<file path="src/rtl/operation_frame_ctrl.sv">
// Frame sequencer for the median/sobel operation window: refresh pulse, tagged pixel stream, END-tag drain.
// Optional flush watchdog enabled by defining FRAME_TIMEOUT_EN.
module operation_frame_ctrl #(
  parameter int                   IMG_WIDTH      = 640,
  parameter int                   IMG_HEIGHT     = 480,
  parameter int                   TAG_WIDTH      = 2,
  parameter logic [TAG_WIDTH-1:0] INVALID_TAG    = TAG_WIDTH'(0),
  parameter logic [TAG_WIDTH-1:0] DATA_TAG0      = TAG_WIDTH'(1),
  parameter logic [TAG_WIDTH-1:0] DATA_TAG1      = TAG_WIDTH'(2),
  parameter logic [TAG_WIDTH-1:0] DATA_END_TAG   = TAG_WIDTH'(3),
  parameter int                   TIMEOUT_CYCLES = 1024
) (
  input  logic                   clk,
  input  logic                   rst,
  input  logic                   start,
  input  logic                   abort,
  input  logic                   src_valid,
  output logic                   src_ready,
  input  logic [7:0]             src_pixel,
  output logic [TAG_WIDTH+7:0]   pix_out,
  output logic                   refresh,
  input  logic [TAG_WIDTH-1:0]   op_tag,
  output logic                   busy,
  output logic                   done,
  output logic                   err,
  output logic [15:0]            frame_cnt
);

  localparam int CW = $clog2(IMG_WIDTH);
  localparam int RW = (IMG_HEIGHT > 1) ? $clog2(IMG_HEIGHT) : 1;

  typedef enum logic [2:0] {IDLE, REFRESH, STREAM, FLUSH, DONE} state_t;

  state_t          state;
  logic [CW-1:0]   col;
  logic [RW-1:0]   row;
  logic            first_flush;
  logic            end_seen;

  // An abort withdraws ready so the source never believes a dropped pixel was taken.
  assign src_ready = (state == STREAM) && !abort;
  assign busy      = (state != IDLE);
  assign refresh   = (state == REFRESH);
  assign done      = (state == DONE);
  assign end_seen  = (op_tag == DATA_END_TAG) && !first_flush;

`ifdef FRAME_TIMEOUT_EN
  localparam int WDW = $clog2(TIMEOUT_CYCLES + 1);
  logic [WDW-1:0] wd_cnt;
  logic           err_q;
  assign err = err_q;
`else
  assign err = 1'b0;
`endif

  always_ff @(posedge clk or posedge rst) begin
    if (rst) begin
      state       <= IDLE;
      pix_out     <= {INVALID_TAG, 8'd0};
      col         <= '0;
      row         <= '0;
      first_flush <= 1'b0;
      frame_cnt   <= 16'd0;
`ifdef FRAME_TIMEOUT_EN
      wd_cnt      <= '0;
      err_q       <= 1'b0;
`endif
    end else begin
      pix_out <= {INVALID_TAG, 8'd0};
      if (abort && state != IDLE) begin
        state <= REFRESH;
        col   <= '0;
        row   <= '0;
      end else begin
        case (state)
          IDLE: begin
            if (start) begin
              state <= REFRESH;
`ifdef FRAME_TIMEOUT_EN
              err_q <= 1'b0;
`endif
            end
          end
          REFRESH: begin
            col   <= '0;
            row   <= '0;
            state <= STREAM;
          end
          STREAM: begin
            if (src_valid) begin
              pix_out <= {(col == '0) ? DATA_TAG1 : DATA_TAG0, src_pixel};
              if (col == CW'(IMG_WIDTH - 1)) begin
                col <= '0;
                if (row == RW'(IMG_HEIGHT - 1)) begin
                  row         <= '0;
                  state       <= FLUSH;
                  first_flush <= 1'b1;
`ifdef FRAME_TIMEOUT_EN
                  wd_cnt      <= '0;
`endif
                end else begin
                  row <= row + 1'b1;
                end
              end else begin
                col <= col + 1'b1;
              end
            end
          end
          FLUSH: begin
            first_flush <= 1'b0;
            if (first_flush)
              pix_out <= {DATA_END_TAG, 8'd0};
`ifdef FRAME_TIMEOUT_EN
            wd_cnt <= wd_cnt + 1'b1;
            // END in the timeout cycle still completes the frame.
            if (end_seen)
              state <= DONE;
            else if (wd_cnt == WDW'(TIMEOUT_CYCLES - 1)) begin
              err_q <= 1'b1;
              state <= IDLE;
            end
`else
            if (end_seen)
              state <= DONE;
`endif
          end
          DONE: begin
            frame_cnt <= frame_cnt + 16'd1;
            state     <= IDLE;
          end
          default: state <= IDLE;
        endcase
      end
    end
  end

endmodule
</file>
<file path="config.mk">
export PLATFORM = sky130hd
export DESIGN_NAME = operation_frame_ctrl
export DESIGN_NICKNAME = d
export VERILOG_FILES = /design/src/rtl/operation_frame_ctrl.sv
export SDC_FILE = /design/constraint.sdc
export NUM_CORES = 1
export LEC_CHECK = 0
export ABC_AREA = 0
export BUFFER_PORTS_ARGS = -buffer_cell sky130_fd_sc_hd__buf_2
export CORE_MARGIN = 8
export CORE_UTILIZATION = 37
export DETAILED_ROUTE_END_ITERATION = 8
export GPL_TIMING_DRIVEN = 0
export PLACE_DENSITY_LB_ADDON = 0.08
export SETUP_SLACK_MARGIN = 0.5
export SYNTH_ARGS = -nofsm -noshare
export SYNTH_HDL_FRONTEND = slang
export SYNTH_SLANG_ARGS = --single-unit
</file>
<file path="constraint.sdc">
create_clock -name clk -period 2.5 [get_ports clk]
set_clock_uncertainty 0.15 [all_clocks]
set_input_delay 0.125 -clock clk [delete_from_list [all_inputs] [get_ports clk]]
set_output_delay 0.125 -clock clk [all_outputs]
set_load 0.005 [all_outputs]
</file>
==> metrics.cfg <==
[placement]
routabilityCongestion=0.828
io_buffers=44
hpwl_um=4250
dpl_worst_slack_ps=162

[route]
wl_per_cell_um=15.6
ant_nets=0
drt-initial-drc-count=74
via_per_inst=5.30
wl_um=6270
drtPass1Iterations=4
drc=0
vias=2127

[pwr]
power_density_nw_per_um2=528
fin_total_pwr_mw=1.74
vdd_drop_max_v=0.000247
p_leak_nw=1.61

[floorplan]
dieArea_um2=9550
row_count=29
io_pins=46
die_h_um=97.7
fp.coreArea_um2=6420
die_width_um=97.7
initial_core_util_pct=38.5

[final_layout]
n_antenna_cell=0
final_layout_size_suffix_gt1_share_pct=34.0
utilization_pct=51.1
nNetsFinal=343
area_growth_pct=32.8

[critical_path]
critical_path_arrival_ps=2200
endpoint_kind=flip-flop
crit_chain=or4b_1 -> buf_6 -> a21o_1 -> or4_1 -> mux2i_1
crit_type=flip-flop to flip-flop
start_kind=flip-flop
crit_path_max_fanout=4
slowest_stage=or4b_1
slowest_delay_ps=520
required_ps=2570

[synth]
synth_area_um2=2470
synthCells=245
ys_types=45
async_flop_share_pct=100
yosys_most_used_dff=dfrtp_1
synth_edf_count=0
avgSynthCellArea_um2=10.1
synth_warnings=0
ys_ff_latch=49
syn_nets=264
yosysSeqAreaShare_pct=49.6

[clocking]
root_buffer=clkbuf_8
path_clk_slew_ps=90
cts_sinks=49
clk_latency_ps=300
cts_max_path_buffers=2
cts_tree=built
cts_buffers=5
cts_max_level=2

[timing]
final-hold-violation-count=0
fin_crit_sh_pct=85.0
period_needed_ps=2130
rsz0062_at_grt=true
fin_ws_ps=375
clock.fmax_mhz=471
setup-violations-final=0
fin_tns_setup_ps=0
slew_viol_final=0

[worst_hold_path]
hold_path.class=input pin to flip-flop

[outcome]
outcome=finished clean

[grt]
gr-usage-all-layers_pct=13.2
grt_pass1_vias=2109
antenna_found_initial=0
grt_overflow_total=0
grt_max_degree=30
grt_pass1_wl_um=10300

[job]
max-cap-violations=0

## critical path, delay by kind of cell, from the launching register on
kind            cells  cell delay [ps]
simple gates        2              980
flops               1              410
compound gates      1              180
mux                 1              160
buf+inv             1              150
## synthesized netlist by cell type (3+ instances only)
library cell	instances	share of area (%)
dfrtp_1	49	50
mux2i_1	3	1.2
ha_1	4	2.0
and3_1	14	3.5
nor4_1	3	0.76
a21oi_1	10	2.0
clkbuf_1	3	0.46
nand2_1	20	3.0
xor2_1	4	1.4
a31oi_1	6	1.5
xnor2_1	12	4.3
buf_2	6	1.2
or3_1	4	1.0
a211oi_1	4	1.2
inv_1	7	1.1
nand4_1	7	1.8
nor2_1	13	2.0
o21ai_0	16	3.2
or4_1	5	1.5
nand3_1	16	3.2
o31ai_1	6	1.8
## stage by stage
step	hold WS [ps]	cells	cell area, um^2
after floorplan	127	245	2490
after global placement	205	366	2800
after detailed placement	18.4	367	2820
after CTS	7.04	398	3160
after global routing	54.6	401	3280
final	26.2	401	3280
## power breakdown
group	internal, mW	switching (mW)
registers	0.814	0.0226
logic	0.210	0.218
clock network	0.194	0.278
## state kept, by name, indices dropped and copies added (netlist names)
register	count
frame_cnt	16
col	10
pix_out	10
row	9
state	3
first_flush	1
## layout make-up
type	count	area [um^2]
Buffer	11	98.8
Clock buffer	5	68.8
Sequential cell	49	1230
Clock inverter	2	16.3
Fill cell	579	3140
Inverter	7	26.3
Timing Repair Buffer	72	473
Tap cell	77	96.3
Multi-Input combinational cell	178	1280
## routing by layer
metal / routed length (um) / share of wire [%] / global-route usage [%] / vias up
met5: 0 / 0 / 0 / -
met4: 121 / 1.9 / 4.92 / 0
met3: 269 / 4.3 / 4.12 / 9
met2: 2990 / 48 / 20.9 / 37
met1: 2890 / 46 / 16.5 / 1031
li1: - / - / - / 1050
## cells by family (layout without fill, tap and decap cells)
kind of cell	after synthesis	count (layout)	synth area share, %
other	1	1	0.152
adder cells (fa/ha/maj)	4	4	2.02
XOR/XNOR	16	16	5.67
AO/OA/AOI/OAI	48	48	11.7
flip-flops	49	49	49.6
buffers and inverters	18	97	3.49
AND/OR/NAND/NOR	106	106	26.1
multiplexers	3	3	1.21
## what timing repair did
item / CTS / global route
pin swaps: 8 / 4
resized for setup: 17 / 31
hold buffers: 9 / 0
setup endpoints to repair: 27 / 27
endpoints found under the hold margin: 28 / 0
setup buffers: 15 / 3
## cell usage in the layout (no fill, tap or decap), types with 8 or more instances in the layout
cell type	count
buf_4	17
buf_2	45
and3_1	13
dlygate4sd3_1	9
buf_6	9
nand2_1	20
xnor2_1	12
dfrtp_1	49
nand3_1	16
o21ai_0	10
nor2_1	8
## path summary, 6_finish.rpt
kind / start / to / slack, ps / depth (start not counted)
setup / recovery: state[0] / row[6] / 370 / 5
hold / removal: abort / state[1] / 30 / 4
setup reg to reg: state[0] / row[6] / 370 / 5
hold reg to reg: frame_cnt[15] / frame_cnt[15] / 320 / 1
max in group asynchronous: rst / col[7] / 1470 / 4
min in group asynchronous: rst / pix_out[2] / 220 / 3
Note: power is estimated with default switching activity, not from simulation.
